## src/rtl/pipeline_hazard_ctrl_pkg.sv

```systemverilog
// Shared types for the pipeline hazard controller: FSM state encoding,
// default register-number width and the go/clear control bundle.
package pipeline_hazard_ctrl_pkg;

    localparam int unsigned REG_W_DEF = 5;

    typedef enum logic [1:0] {
        ST_RUN      = 2'd0,
        ST_MEM_WAIT = 2'd1,
        ST_HALTED   = 2'd2
    } state_t;

    // Bit order fixes the bundle positions, MSB first.
    typedef struct packed {
        logic pc_go;
        logic if_id_go;
        logic if_id_clear;
        logic id_exe_go;
        logic id_exe_clear;
        logic exe_mem_go;
        logic exe_mem_clear;
        logic mem_wb_go;
        logic mem_wb_clear;
    } ctrl_t;

    // Same go/clear pair applied to every buffer (PC has no clear).
    function automatic ctrl_t ctrl_uniform(input logic go, input logic clear);
        ctrl_t c;
        c.pc_go         = go;
        c.if_id_go      = go;
        c.if_id_clear   = clear;
        c.id_exe_go     = go;
        c.id_exe_clear  = clear;
        c.exe_mem_go    = go;
        c.exe_mem_clear = clear;
        c.mem_wb_go     = go;
        c.mem_wb_clear  = clear;
        return c;
    endfunction

endpackage

```

## src/rtl/pipeline_hazard_ctrl_if.sv

```systemverilog
// Datapath <-> hazard controller signal bundle: hazard sources from the
// pipeline stages and go/clear enables back to the buffers and PC.
interface pipeline_hazard_ctrl_if
    import pipeline_hazard_ctrl_pkg::*;
#(
    parameter int unsigned REG_W = REG_W_DEF
);
    logic [REG_W-1:0] id_rs;
    logic [REG_W-1:0] id_rt;
    logic             id_uses_rs;
    logic             id_uses_rt;
    logic             ex_mem_read;
    logic [REG_W-1:0] ex_wreg;
    logic             branch_taken;
    logic             mem_busy;
    logic             halt_req;
    logic             resume;

    logic pc_go;
    logic if_id_go;
    logic if_id_clear;
    logic id_exe_go;
    logic id_exe_clear;
    logic exe_mem_go;
    logic exe_mem_clear;
    logic mem_wb_go;
    logic mem_wb_clear;

    // Datapath side
    modport master (
        output id_rs, id_rt, id_uses_rs, id_uses_rt, ex_mem_read, ex_wreg,
               branch_taken, mem_busy, halt_req, resume,
        input  pc_go, if_id_go, if_id_clear, id_exe_go, id_exe_clear,
               exe_mem_go, exe_mem_clear, mem_wb_go, mem_wb_clear
    );

    // Controller side
    modport slave (
        input  id_rs, id_rt, id_uses_rs, id_uses_rt, ex_mem_read, ex_wreg,
               branch_taken, mem_busy, halt_req, resume,
        output pc_go, if_id_go, if_id_clear, id_exe_go, id_exe_clear,
               exe_mem_go, exe_mem_clear, mem_wb_go, mem_wb_clear
    );

endinterface

```

## src/rtl/pipeline_hazard_ctrl_hazard_detect.sv

```systemverilog
// Load-use hazard compare: the load in EX writes a register that the
// instruction in ID reads. Register 0 never creates a dependency.
module pipeline_hazard_ctrl_hazard_detect #(
    parameter int unsigned REG_W = 5
) (
    input  logic [REG_W-1:0] id_rs,
    input  logic [REG_W-1:0] id_rt,
    input  logic             id_uses_rs,
    input  logic             id_uses_rt,
    input  logic             ex_mem_read,
    input  logic [REG_W-1:0] ex_wreg,
    output logic             load_use_c
);

    logic rs_hit_c;
    logic rt_hit_c;

    assign rs_hit_c   = id_uses_rs && (id_rs == ex_wreg);
    assign rt_hit_c   = id_uses_rt && (id_rt == ex_wreg);
    assign load_use_c = ex_mem_read && (ex_wreg != '0) && (rs_hit_c || rt_hit_c);

endmodule

```

## src/rtl/pipeline_hazard_ctrl.sv

```systemverilog
// Pipeline hazard controller: stall/flush/freeze/halt sequencing of the PC and
// inter-stage buffers. Performance counters exist only with PIPE_PERF_CNT_EN.
module pipeline_hazard_ctrl
    import pipeline_hazard_ctrl_pkg::*;
#(
    parameter int unsigned REG_W       = REG_W_DEF,
    parameter int unsigned MEM_TIMEOUT = 64,
    parameter int unsigned CNT_W       = 32
) (
    input  logic                 clk,
    input  logic                 rst_n,
    pipeline_hazard_ctrl_if.slave pif,
    output logic                 halted,
    output logic                 mem_err,
    output logic [CNT_W-1:0]     stall_cycles,
    output logic [CNT_W-1:0]     flush_count
);

    localparam int unsigned WAIT_W = $clog2(MEM_TIMEOUT + 1);

    state_t            state_q;
    state_t            state_d;
    logic [WAIT_W-1:0] wait_q;
    logic [WAIT_W-1:0] wait_d;
    logic              mem_err_d;
    logic              run_rules_c;
    logic              load_use_c;
    ctrl_t             ctrl_c;
    ctrl_t             ctrl_gated_c;

    pipeline_hazard_ctrl_hazard_detect #(
        .REG_W (REG_W)
    ) u_hazard_detect (
        .id_rs       (pif.id_rs),
        .id_rt       (pif.id_rt),
        .id_uses_rs  (pif.id_uses_rs),
        .id_uses_rt  (pif.id_uses_rt),
        .ex_mem_read (pif.ex_mem_read),
        .ex_wreg     (pif.ex_wreg),
        .load_use_c  (load_use_c)
    );

    // State, wait counter and sticky error
    always_ff @(posedge clk or negedge rst_n) begin
        if (!rst_n) begin
            state_q <= ST_RUN;
            wait_q  <= '0;
            mem_err <= 1'b0;
        end else begin
            state_q <= state_d;
            wait_q  <= wait_d;
            mem_err <= mem_err_d;
        end
    end

    // Next state and go/clear decode; leaving MEM_WAIT re-runs the branch/load rules
    always_comb begin
        state_d     = state_q;
        wait_d      = wait_q;
        mem_err_d   = mem_err;
        run_rules_c = 1'b0;
        ctrl_c      = ctrl_uniform(1'b0, 1'b0);

        case (state_q)
            ST_RUN: begin
                if (pif.halt_req) begin
                    state_d = ST_HALTED;
                end else if (pif.mem_busy) begin
                    state_d = ST_MEM_WAIT;
                    wait_d  = WAIT_W'(1);
                end else begin
                    run_rules_c = 1'b1;
                end
            end
            ST_MEM_WAIT: begin
                if (pif.mem_busy) begin
                    if (wait_q == WAIT_W'(MEM_TIMEOUT)) begin
                        mem_err_d = 1'b1;
                        state_d   = ST_HALTED;
                        wait_d    = '0;
                    end else begin
                        wait_d = wait_q + WAIT_W'(1);
                    end
                end else begin
                    state_d     = ST_RUN;
                    wait_d      = '0;
                    run_rules_c = 1'b1;
                end
            end
            ST_HALTED: begin
                if (pif.resume) begin
                    state_d   = ST_RUN;
                    mem_err_d = 1'b0;
                end
            end
            default: begin
                state_d = ST_RUN;
                wait_d  = '0;
            end
        endcase

        if (run_rules_c) begin
            ctrl_c = ctrl_uniform(1'b1, 1'b0);
            if (pif.branch_taken) begin
                // ID holds a wrong-path instruction, so a load-use there is moot
                ctrl_c.if_id_clear  = 1'b1;
                ctrl_c.id_exe_clear = 1'b1;
            end else if (load_use_c) begin
                ctrl_c.pc_go        = 1'b0;
                ctrl_c.if_id_go     = 1'b0;
                ctrl_c.id_exe_clear = 1'b1;
            end
        end
    end

    // Enables are held inactive for as long as reset is asserted
    assign ctrl_gated_c = rst_n ? ctrl_c : ctrl_uniform(1'b0, 1'b0);

    assign pif.pc_go         = ctrl_gated_c.pc_go;
    assign pif.if_id_go      = ctrl_gated_c.if_id_go;
    assign pif.if_id_clear   = ctrl_gated_c.if_id_clear;
    assign pif.id_exe_go     = ctrl_gated_c.id_exe_go;
    assign pif.id_exe_clear  = ctrl_gated_c.id_exe_clear;
    assign pif.exe_mem_go    = ctrl_gated_c.exe_mem_go;
    assign pif.exe_mem_clear = ctrl_gated_c.exe_mem_clear;
    assign pif.mem_wb_go     = ctrl_gated_c.mem_wb_go;
    assign pif.mem_wb_clear  = ctrl_gated_c.mem_wb_clear;

    assign halted = (state_q == ST_HALTED);

`ifdef PIPE_PERF_CNT_EN
    logic stall_inc_c;
    logic flush_inc_c;

    // Memory-freeze cycles (including the entry cycle) plus load-use bubbles
    assign stall_inc_c = ((state_q == ST_RUN) && !pif.halt_req && pif.mem_busy) ||
                         ((state_q == ST_MEM_WAIT) && pif.mem_busy) ||
                         (run_rules_c && !pif.branch_taken && load_use_c);
    assign flush_inc_c = run_rules_c && pif.branch_taken;

    // Saturating performance counters
    always_ff @(posedge clk or negedge rst_n) begin
        if (!rst_n) begin
            stall_cycles <= '0;
            flush_count  <= '0;
        end else begin
            if (stall_inc_c && (stall_cycles != {CNT_W{1'b1}})) begin
                stall_cycles <= stall_cycles + CNT_W'(1);
            end
            if (flush_inc_c && (flush_count != {CNT_W{1'b1}})) begin
                flush_count <= flush_count + CNT_W'(1);
            end
        end
    end
`else
    assign stall_cycles = '0;
    assign flush_count  = '0;
`endif

endmodule
```

## src/flat_wrapper.sv

```systemverilog
// flat-port wrapper written by rule: the top's interface ports become plain ports
module pipeline_hazard_ctrl_flat import pipeline_hazard_ctrl_pkg::*;
#(
    parameter int unsigned REG_W       = REG_W_DEF,
    parameter int unsigned MEM_TIMEOUT = 64,
    parameter int unsigned CNT_W       = 32
)
  (clk, rst_n, halted, mem_err, stall_cycles, flush_count, pif_id_rs, pif_id_rt, pif_id_uses_rs, pif_id_uses_rt, pif_ex_mem_read, pif_ex_wreg, pif_branch_taken, pif_mem_busy, pif_halt_req, pif_resume, pif_pc_go, pif_if_id_go, pif_if_id_clear, pif_id_exe_go, pif_id_exe_clear, pif_exe_mem_go, pif_exe_mem_clear, pif_mem_wb_go, pif_mem_wb_clear);
  pipeline_hazard_ctrl_if #(.REG_W(REG_W)) pif_i ();
  input  logic clk;
  input  logic rst_n;
  output logic halted;
  output logic mem_err;
  output logic [CNT_W-1:0] stall_cycles;
  output logic [CNT_W-1:0] flush_count;
  input wire logic [$bits(pif_i.id_rs)-1:0] pif_id_rs;
  input wire logic [$bits(pif_i.id_rt)-1:0] pif_id_rt;
  input wire logic [$bits(pif_i.id_uses_rs)-1:0] pif_id_uses_rs;
  input wire logic [$bits(pif_i.id_uses_rt)-1:0] pif_id_uses_rt;
  input wire logic [$bits(pif_i.ex_mem_read)-1:0] pif_ex_mem_read;
  input wire logic [$bits(pif_i.ex_wreg)-1:0] pif_ex_wreg;
  input wire logic [$bits(pif_i.branch_taken)-1:0] pif_branch_taken;
  input wire logic [$bits(pif_i.mem_busy)-1:0] pif_mem_busy;
  input wire logic [$bits(pif_i.halt_req)-1:0] pif_halt_req;
  input wire logic [$bits(pif_i.resume)-1:0] pif_resume;
  output wire logic [$bits(pif_i.pc_go)-1:0] pif_pc_go;
  output wire logic [$bits(pif_i.if_id_go)-1:0] pif_if_id_go;
  output wire logic [$bits(pif_i.if_id_clear)-1:0] pif_if_id_clear;
  output wire logic [$bits(pif_i.id_exe_go)-1:0] pif_id_exe_go;
  output wire logic [$bits(pif_i.id_exe_clear)-1:0] pif_id_exe_clear;
  output wire logic [$bits(pif_i.exe_mem_go)-1:0] pif_exe_mem_go;
  output wire logic [$bits(pif_i.exe_mem_clear)-1:0] pif_exe_mem_clear;
  output wire logic [$bits(pif_i.mem_wb_go)-1:0] pif_mem_wb_go;
  output wire logic [$bits(pif_i.mem_wb_clear)-1:0] pif_mem_wb_clear;
  assign pif_i.id_rs = pif_id_rs;
  assign pif_i.id_rt = pif_id_rt;
  assign pif_i.id_uses_rs = pif_id_uses_rs;
  assign pif_i.id_uses_rt = pif_id_uses_rt;
  assign pif_i.ex_mem_read = pif_ex_mem_read;
  assign pif_i.ex_wreg = pif_ex_wreg;
  assign pif_i.branch_taken = pif_branch_taken;
  assign pif_i.mem_busy = pif_mem_busy;
  assign pif_i.halt_req = pif_halt_req;
  assign pif_i.resume = pif_resume;
  assign pif_pc_go = pif_i.pc_go;
  assign pif_if_id_go = pif_i.if_id_go;
  assign pif_if_id_clear = pif_i.if_id_clear;
  assign pif_id_exe_go = pif_i.id_exe_go;
  assign pif_id_exe_clear = pif_i.id_exe_clear;
  assign pif_exe_mem_go = pif_i.exe_mem_go;
  assign pif_exe_mem_clear = pif_i.exe_mem_clear;
  assign pif_mem_wb_go = pif_i.mem_wb_go;
  assign pif_mem_wb_clear = pif_i.mem_wb_clear;
  pipeline_hazard_ctrl #(.REG_W(REG_W), .MEM_TIMEOUT(MEM_TIMEOUT), .CNT_W(CNT_W)) u_core (.clk(clk), .rst_n(rst_n), .pif(pif_i), .halted(halted), .mem_err(mem_err), .stall_cycles(stall_cycles), .flush_count(flush_count));
endmodule
```

## config.mk

```make
export PLATFORM = sky130hd
export DESIGN_NAME = pipeline_hazard_ctrl_flat
export DESIGN_NICKNAME = d
export VERILOG_FILES = /design/src/rtl/pipeline_hazard_ctrl_pkg.sv /design/src/rtl/pipeline_hazard_ctrl_if.sv /design/src/rtl/pipeline_hazard_ctrl_hazard_detect.sv /design/src/rtl/pipeline_hazard_ctrl.sv /design/src/flat_wrapper.sv
export SDC_FILE = /design/constraint.sdc
export NUM_CORES = 1
export LEC_CHECK = 0
export CORE_MARGIN = 3
export CORE_UTILIZATION = 34
export CTS_BUF_LIST = sky130_fd_sc_hd__clkbuf_8
export DETAILED_ROUTE_END_ITERATION = 10
export PLACE_DENSITY = 0.82
export SYNTH_ARGS = -nofsm -noshare
export SYNTH_HDL_FRONTEND = slang
export SYNTH_SLANG_ARGS = --single-unit
```

## constraint.sdc

```tcl
create_clock -name clk -period 2.4 [get_ports clk]
set_input_delay 0.48 -clock clk [delete_from_list [all_inputs] [get_ports clk]]
set_output_delay 0.48 -clock clk [all_outputs]
set_load 0.005 [all_outputs]
```

== Word-level counts from Yosys, hierarchy flattened ==
Cells that the tools add are included.
Word-level totals
  register bits: 10
  input bits: 24
  output and inout bits: 75
  logic and storage cells: 53
Cells by class
  $add $sub $neg: 1
  equal/unequal tests: 12
  muxes and demuxes: 25
  bitwise logic cells: 1
  reductions and logical operators: 11
Operator list (count)
  $mux 7: 4
  $pmux 7 s3: 1
  $mux 9: 2
  $mux 2: 7
  $eq 5x5->1: 2
  $mux 1: 8
  $add 7x1->7 const B: 1
  $eq 7x7->1 const B: 1
  $ne 2x2->1 const B: 3
  $pmux 2 s3: 1
  $reduce_and 3->1: 2
  $reduce_bool 5->1: 1
  $logic_and 1x1->1: 4
  $ne 2x1->1 const B: 2
  $pmux 1 s2: 2
  $reduce_and 4->1: 1
  $ne 3x2->1 const B: 1
  $ne 3x3->1 const B: 1
  $eq 2x1->1 const B: 1
  $eq 2x2->1 const B: 1
  $logic_not 2->1: 1
  $reduce_bool 2->1: 1
  $logic_or 1x1->1: 1
  $not 1->1: 1

== Logic depth before layout (Yosys ltp) ==
  depth in word-level cells: 8
  gate-level depth with buffers: 6
  gate-level depth less buffers: 6

== Hierarchy ==
A second synthesis with hierarchy kept.
Second synthesis, totals
  cells, all modules: 155
  area, all modules: 1282.5 sq um
Modules (own cells, without submodules)
  pipeline_hazard_ctrl: instances 1, cells each 138, area each 1148.6 sq um, seq. area each 250.2 sq um
  pipeline_hazard_ctrl_hazard_detect: instances 1, cells each 17, area each 133.9 sq um, seq. area each 0.0 sq um

== Worst setup path after synthesis ==
Ideal clock, no wire load.
  path type: input to output
  from: in pif_ex_wreg[3]
  to: out pif_pc_go
  arrival time: 1.459 ns
  data required time: 1.920 ns
  path slack: 0.461 ns
  cell stages on the path: 5
  buffers on the path: 1
  path through: xor2_1 nor4_1 a32oi_1 o31a_1 buf_4
On the way
  cells in the longest elaborated chain, start to end: 8
  elaborated cells on any way between the ends: 12
  those cells by class: eq/ne (2); mux (4); reduce/logical (6)
RTL lines
  start, declared: RTL line flat_wrapper.sv:21  | input wire logic [$bits(pif_i.ex_wreg)-1:0] pif_ex_wreg;
  $eq 5x5->1 (on tied branches): RTL line pipeline_hazard_ctrl_hazard_detect.sv:18, pipeline_hazard_ctrl_hazard_detect.sv:19
  $logic_and 1x1->1 (on tied branches): RTL line pipeline_hazard_ctrl_hazard_detect.sv:18, pipeline_hazard_ctrl_hazard_detect.sv:19
  $logic_or 1x1->1: RTL line pipeline_hazard_ctrl_hazard_detect.sv:20  | assign load_use_c = ex_mem_read && (ex_wreg != '0) && (rs_hit_c || rt_hit_c);
  $logic_and 1x1->1 (*): RTL line pipeline_hazard_ctrl_hazard_detect.sv:20
  $mux 2 (*): RTL line pipeline_hazard_ctrl.sv:108  | end else if (load_use_c) begin
  $mux 2 (*): RTL line pipeline_hazard_ctrl.sv:104  | if (pif.branch_taken) begin
  $mux 9 (*): RTL line pipeline_hazard_ctrl.sv:102  | if (run_rules_c) begin
  $mux 9 (*): RTL line pipeline_hazard_ctrl.sv:117  | assign ctrl_gated_c = rst_n ? ctrl_c : ctrl_uniform(1'b0, 1'b0);
  end, declared: RTL line flat_wrapper.sv:26  | output wire logic [$bits(pif_i.pc_go)-1:0] pif_pc_go;
Every way passes the cells marked *; elsewhere a longest branch is shown, timed or not.

== Final worst setup path ==
  from: in pif_halt_req
  to: out pif_id_exe_go
On the way
  cells in the longest elaborated chain, start to end: 4
RTL lines
  start, declared: RTL line flat_wrapper.sv:24  | input wire logic [$bits(pif_i.halt_req)-1:0] pif_halt_req;
  $mux 1: RTL line pipeline_hazard_ctrl.sv:66  | if (pif.halt_req) begin
  $pmux 1 s2: RTL line pipeline_hazard_ctrl.sv:64  | case (state_q)
  $mux 9: RTL line pipeline_hazard_ctrl.sv:102
  $mux 9: RTL line pipeline_hazard_ctrl.sv:117
  end, declared: RTL line flat_wrapper.sv:29  | output wire logic [$bits(pif_i.id_exe_go)-1:0] pif_id_exe_go;
No other way between the ends.

==> metrics.md <==
| Metric | Value |
|---|---|
| Status | finished clean |
| Die span in x | 67.1 um |
| Post-CTS Hold Fix Bufs | 0 |
| Fillers | 361 |
| CTS tree | yes |
| Area of the mapped netlist | about 1300 um2 |
| Core Region | 3470 um2 |
| Deepest clock path buffer count | 2 |
| Initial antenna violation count | 0 |
| Min-delay worst type | in2async |
| Setup TNS | 0 ns |
| Final Hold Viols | 0 |
| Pwr/cell area | 432 nW/um2 |
| Final min period | 2.33 ns |
| Yosys warning count | 0 |
| CP Data Required Time | 1.92 ns |
| Routed WL per cell | 10.4 um |
| Worst stage delay on the critical path | 0.49 ns |
| Max-cap violations | 0 |
| Met3 WL post-DR | between 150 and 200 um |
| Metal2 WL | 1330 um |
| Fmax | between 0.4 and 0.5 GHz |
| CP Capture Type | primary output |
| Die ar. | 4500 um2 |
| TritonCTS Sinks | 10 |
| Crit-path most repeated cell | buf_4 |
| Root Buffer | clkbuf_8 |
| DIE HEIGHT | 67.1 um |
| Overall Global Routing Usage | under 10% |
| DR iter-0 viols | between 50 and 60 |
| Syn avg cell area | approximately 8.7 um2 |
| Seq/Total Area, Yosys | 19.7% |
| CP arrival | 1.85 ns |
| Multi-input logic area | 737 um2 |
| Top layer in use | met4 |
| Flops & latches, synth | 10 |
| First-pass GRT wire length | roughly 3200 um |
| Max FO, Critical Path | 3 |
| Yosys cell types | 35 |
| Number of global-route vias before repair | 728 |
| Total gr overflow | 0 |
| Endpoints failing setup | 0 |
| Initial Util | 36.6% |
| Detail Placement HPWL | approximately 2000 um |
| Routed vias | 921 |
| I/O pin total | 99 |
| ANT cells | 0 |
| CP max-delay cell | clkdlybuf4s50_1 |
| Fin crit share | 97.0% |
| Port Buffers | 32 |
| Share of post-route cells with drive strength above 1 | between 10% and 20% |
| Clock Latency Late Sink | about 0.24 ns |
| Unrepaired setup endpoints after global routing | false |
| Pre-Repair DR Iteration Count | 2 |
| Gp weighted congestion | 0.806 |
| Critical setup path kind | in2out |
| Ordered cell list for the critical path | dlygate4sd2_1, nor2b_4, nor4b_4, buf_4, buf_4, clkdlybuf4s50_1 |
| WL final | roughly 2500 um |
| Cells after Synth | 145 |
| CTS Buf Count | 3 |
| Finished Core Util | between 40% and 50% |
| Vias per cell | 3.90 |
| Row cnt | 21 |
| Wl on met1 | 881 um |
| Max Slew Vio Count | 0 |
| Static leakage | 0.000815 uW |
| Register Area | about 250 um2 |
| H-tree Lvls | 1 |
| Number of remaining DRC errors | 0 |
| Maximum VDD drop | 200 uV |
| Clock-pin slew on the worst setup and hold paths | 0.05 ns |
| Antenna Nets Post-Route | 0 |
| Area growth syn-to-layout | 20.2% |
| Fin Clk Skew | 0.000387 ns |
| Largest net degree at the start of global routing | 16 |
| Nets@finish | 217 |
| Worst setup SP type | input pin |
## power by group
part / internal, uW / switching, uW / total [uW] / leakage, uW
clock network: 144 / 66.5 / 211 / 0.0000288
registers: 187 / 23.6 / 211 / 0.000135
logic: 120 / 118 / 238 / 0.000651
total: 451 / 208 / 659 / 0.000815
## kinds of logic (layout without fill, tap and decap cells)
logic type      after synthesis  in the layout  synth area share (%)
buf+inv                      75             55                  42.7
simple gates                 22             22                  12.8
compound gates               21             21                  12.8
xor+xnor                     14             14                  9.66
flops                        10             10                  19.7
fa+ha+maj                     2              2                  1.97
other cells                   1             66                 0.296
## through the flow
stage	cells	power (uW)	hold WS, ns	instance area [um2]	setup slack [ns]
2_1_floorplan	210	418	0.184	1510	0.461
5_1_grt	236	710	0.349	1530	0.00582
4_1_cts	236	665	0.349	1520	-0.0737
3_5_place_dp	229	449	0.551	1450	-0.502
3_3_place_gp	229	442	0.518	1450	-0.392
6_report	236	659	0.353	1530	0.0724
## path summary, 6_finish.rpt
kind	start	end	slack (ns)	cells after the start
setup / recovery	pif_halt_req	pif_id_exe_go	0.07	6
hold / removal	rst_n	u_core.wait_q[2]	0.35	2
setup reg to reg	u_core.wait_q[0]	u_core.wait_q[6]	0.61	6
hold reg to reg	u_core.mem_err	u_core.mem_err	0.56	2
max in group asynchronous	rst_n	u_core.wait_q[0]	1.90	2
min in group clk	u_core.mem_err	u_core.mem_err	0.56	2
## cell type report
type | instances | area share, %
multi-input cells | 125 | 48.3
repair buffers | 46 | 26.7
flip-flops and latches | 10 | 16.4
well taps | 46 | 3.77
clock buffers | 4 | 3.61
inverters | 5 | 1.23
## synthesized netlist by cell type
master	n	area share (%)
o21ai_1	2	0.79
o211ai_2	1	0.99
dfrtp_1	10	20
inv_1	5	1.5
nor2_1	6	1.8
nand3_1	1	0.39
nor2b_1	2	0.99
nor4b_2	1	1.2
o32ai_1	2	1.4
a21oi_1	1	0.39
or4_1	1	0.59
and2_1	1	0.49
o211ai_1	1	0.59
a31oi_1	2	0.99
o21ai_0	4	1.6
o31a_1	1	0.69
xnor2_1	2	1.4
buf_2	1	0.39
o21bai_1	1	0.59
o22a_4	1	1.4
buf_4	69	41
and3_1	1	0.49
nor4_1	2	0.99
ha_1	2	2.0
xor2_1	12	8.3
and2_0	1	0.49
a32oi_1	1	0.69
or4b_4	1	1.1
nand3b_1	1	0.59
nand2_1	1	0.30
conb_1	1	0.30
o2111ai_1	3	2.1
nor3b_4	2	3.0
or3_1	1	0.49
a2111oi_0	1	0.69
## flip-flops by register name (all words and copies together), names as in the netlist
name            count
u_core.state_q      2
u_core.wait_q       7
u_core.mem_err      1
## per-layer routing
metal / up-vias / global-route usage, %
met3: 4 / 1.35
met4: 0 / 7.59
met2: 50 / 16.2
li1: 444 / -
met1: 423 / 10.7
met5: - / 0
## cell usage in the layout, fill, tap and decap left out, types with 2 or more instances in the layout
cell,synthesis,routed
conb_1,1,66
buf_4,69,14
xor2_1,12,12
clkdlybuf4s50_1,0,12
dlygate4sd2_1,0,11
dfrtp_1,10,10
nor2_1,6,6
inv_1,5,5
o21ai_0,4,4
clkbuf_8,0,4
dlymetal6s2s_1,0,4
o2111ai_1,3,3
nor4_1,2,2
xnor2_1,2,2
nor3b_4,2,2
o32ai_1,2,2
a31oi_1,2,2
o21ai_1,2,2
ha_1,2,2
clkdlybuf4s15_1,0,2
buf_2,1,2
## worst max-delay path: cells and delay by family
family	cells	cell delay (ns)
buffers and inverters	4	0.99
and+or+nand+nor	2	0.39
## timing repair
item / in CTS / in global routing
endpoints found under the setup margin: 7 / 3
setup buffers: 3 / 0
pin swaps: 6 / 5
gates resized for setup: 26 / 7
No activity file was read; power rests on OpenSTA's default activity.
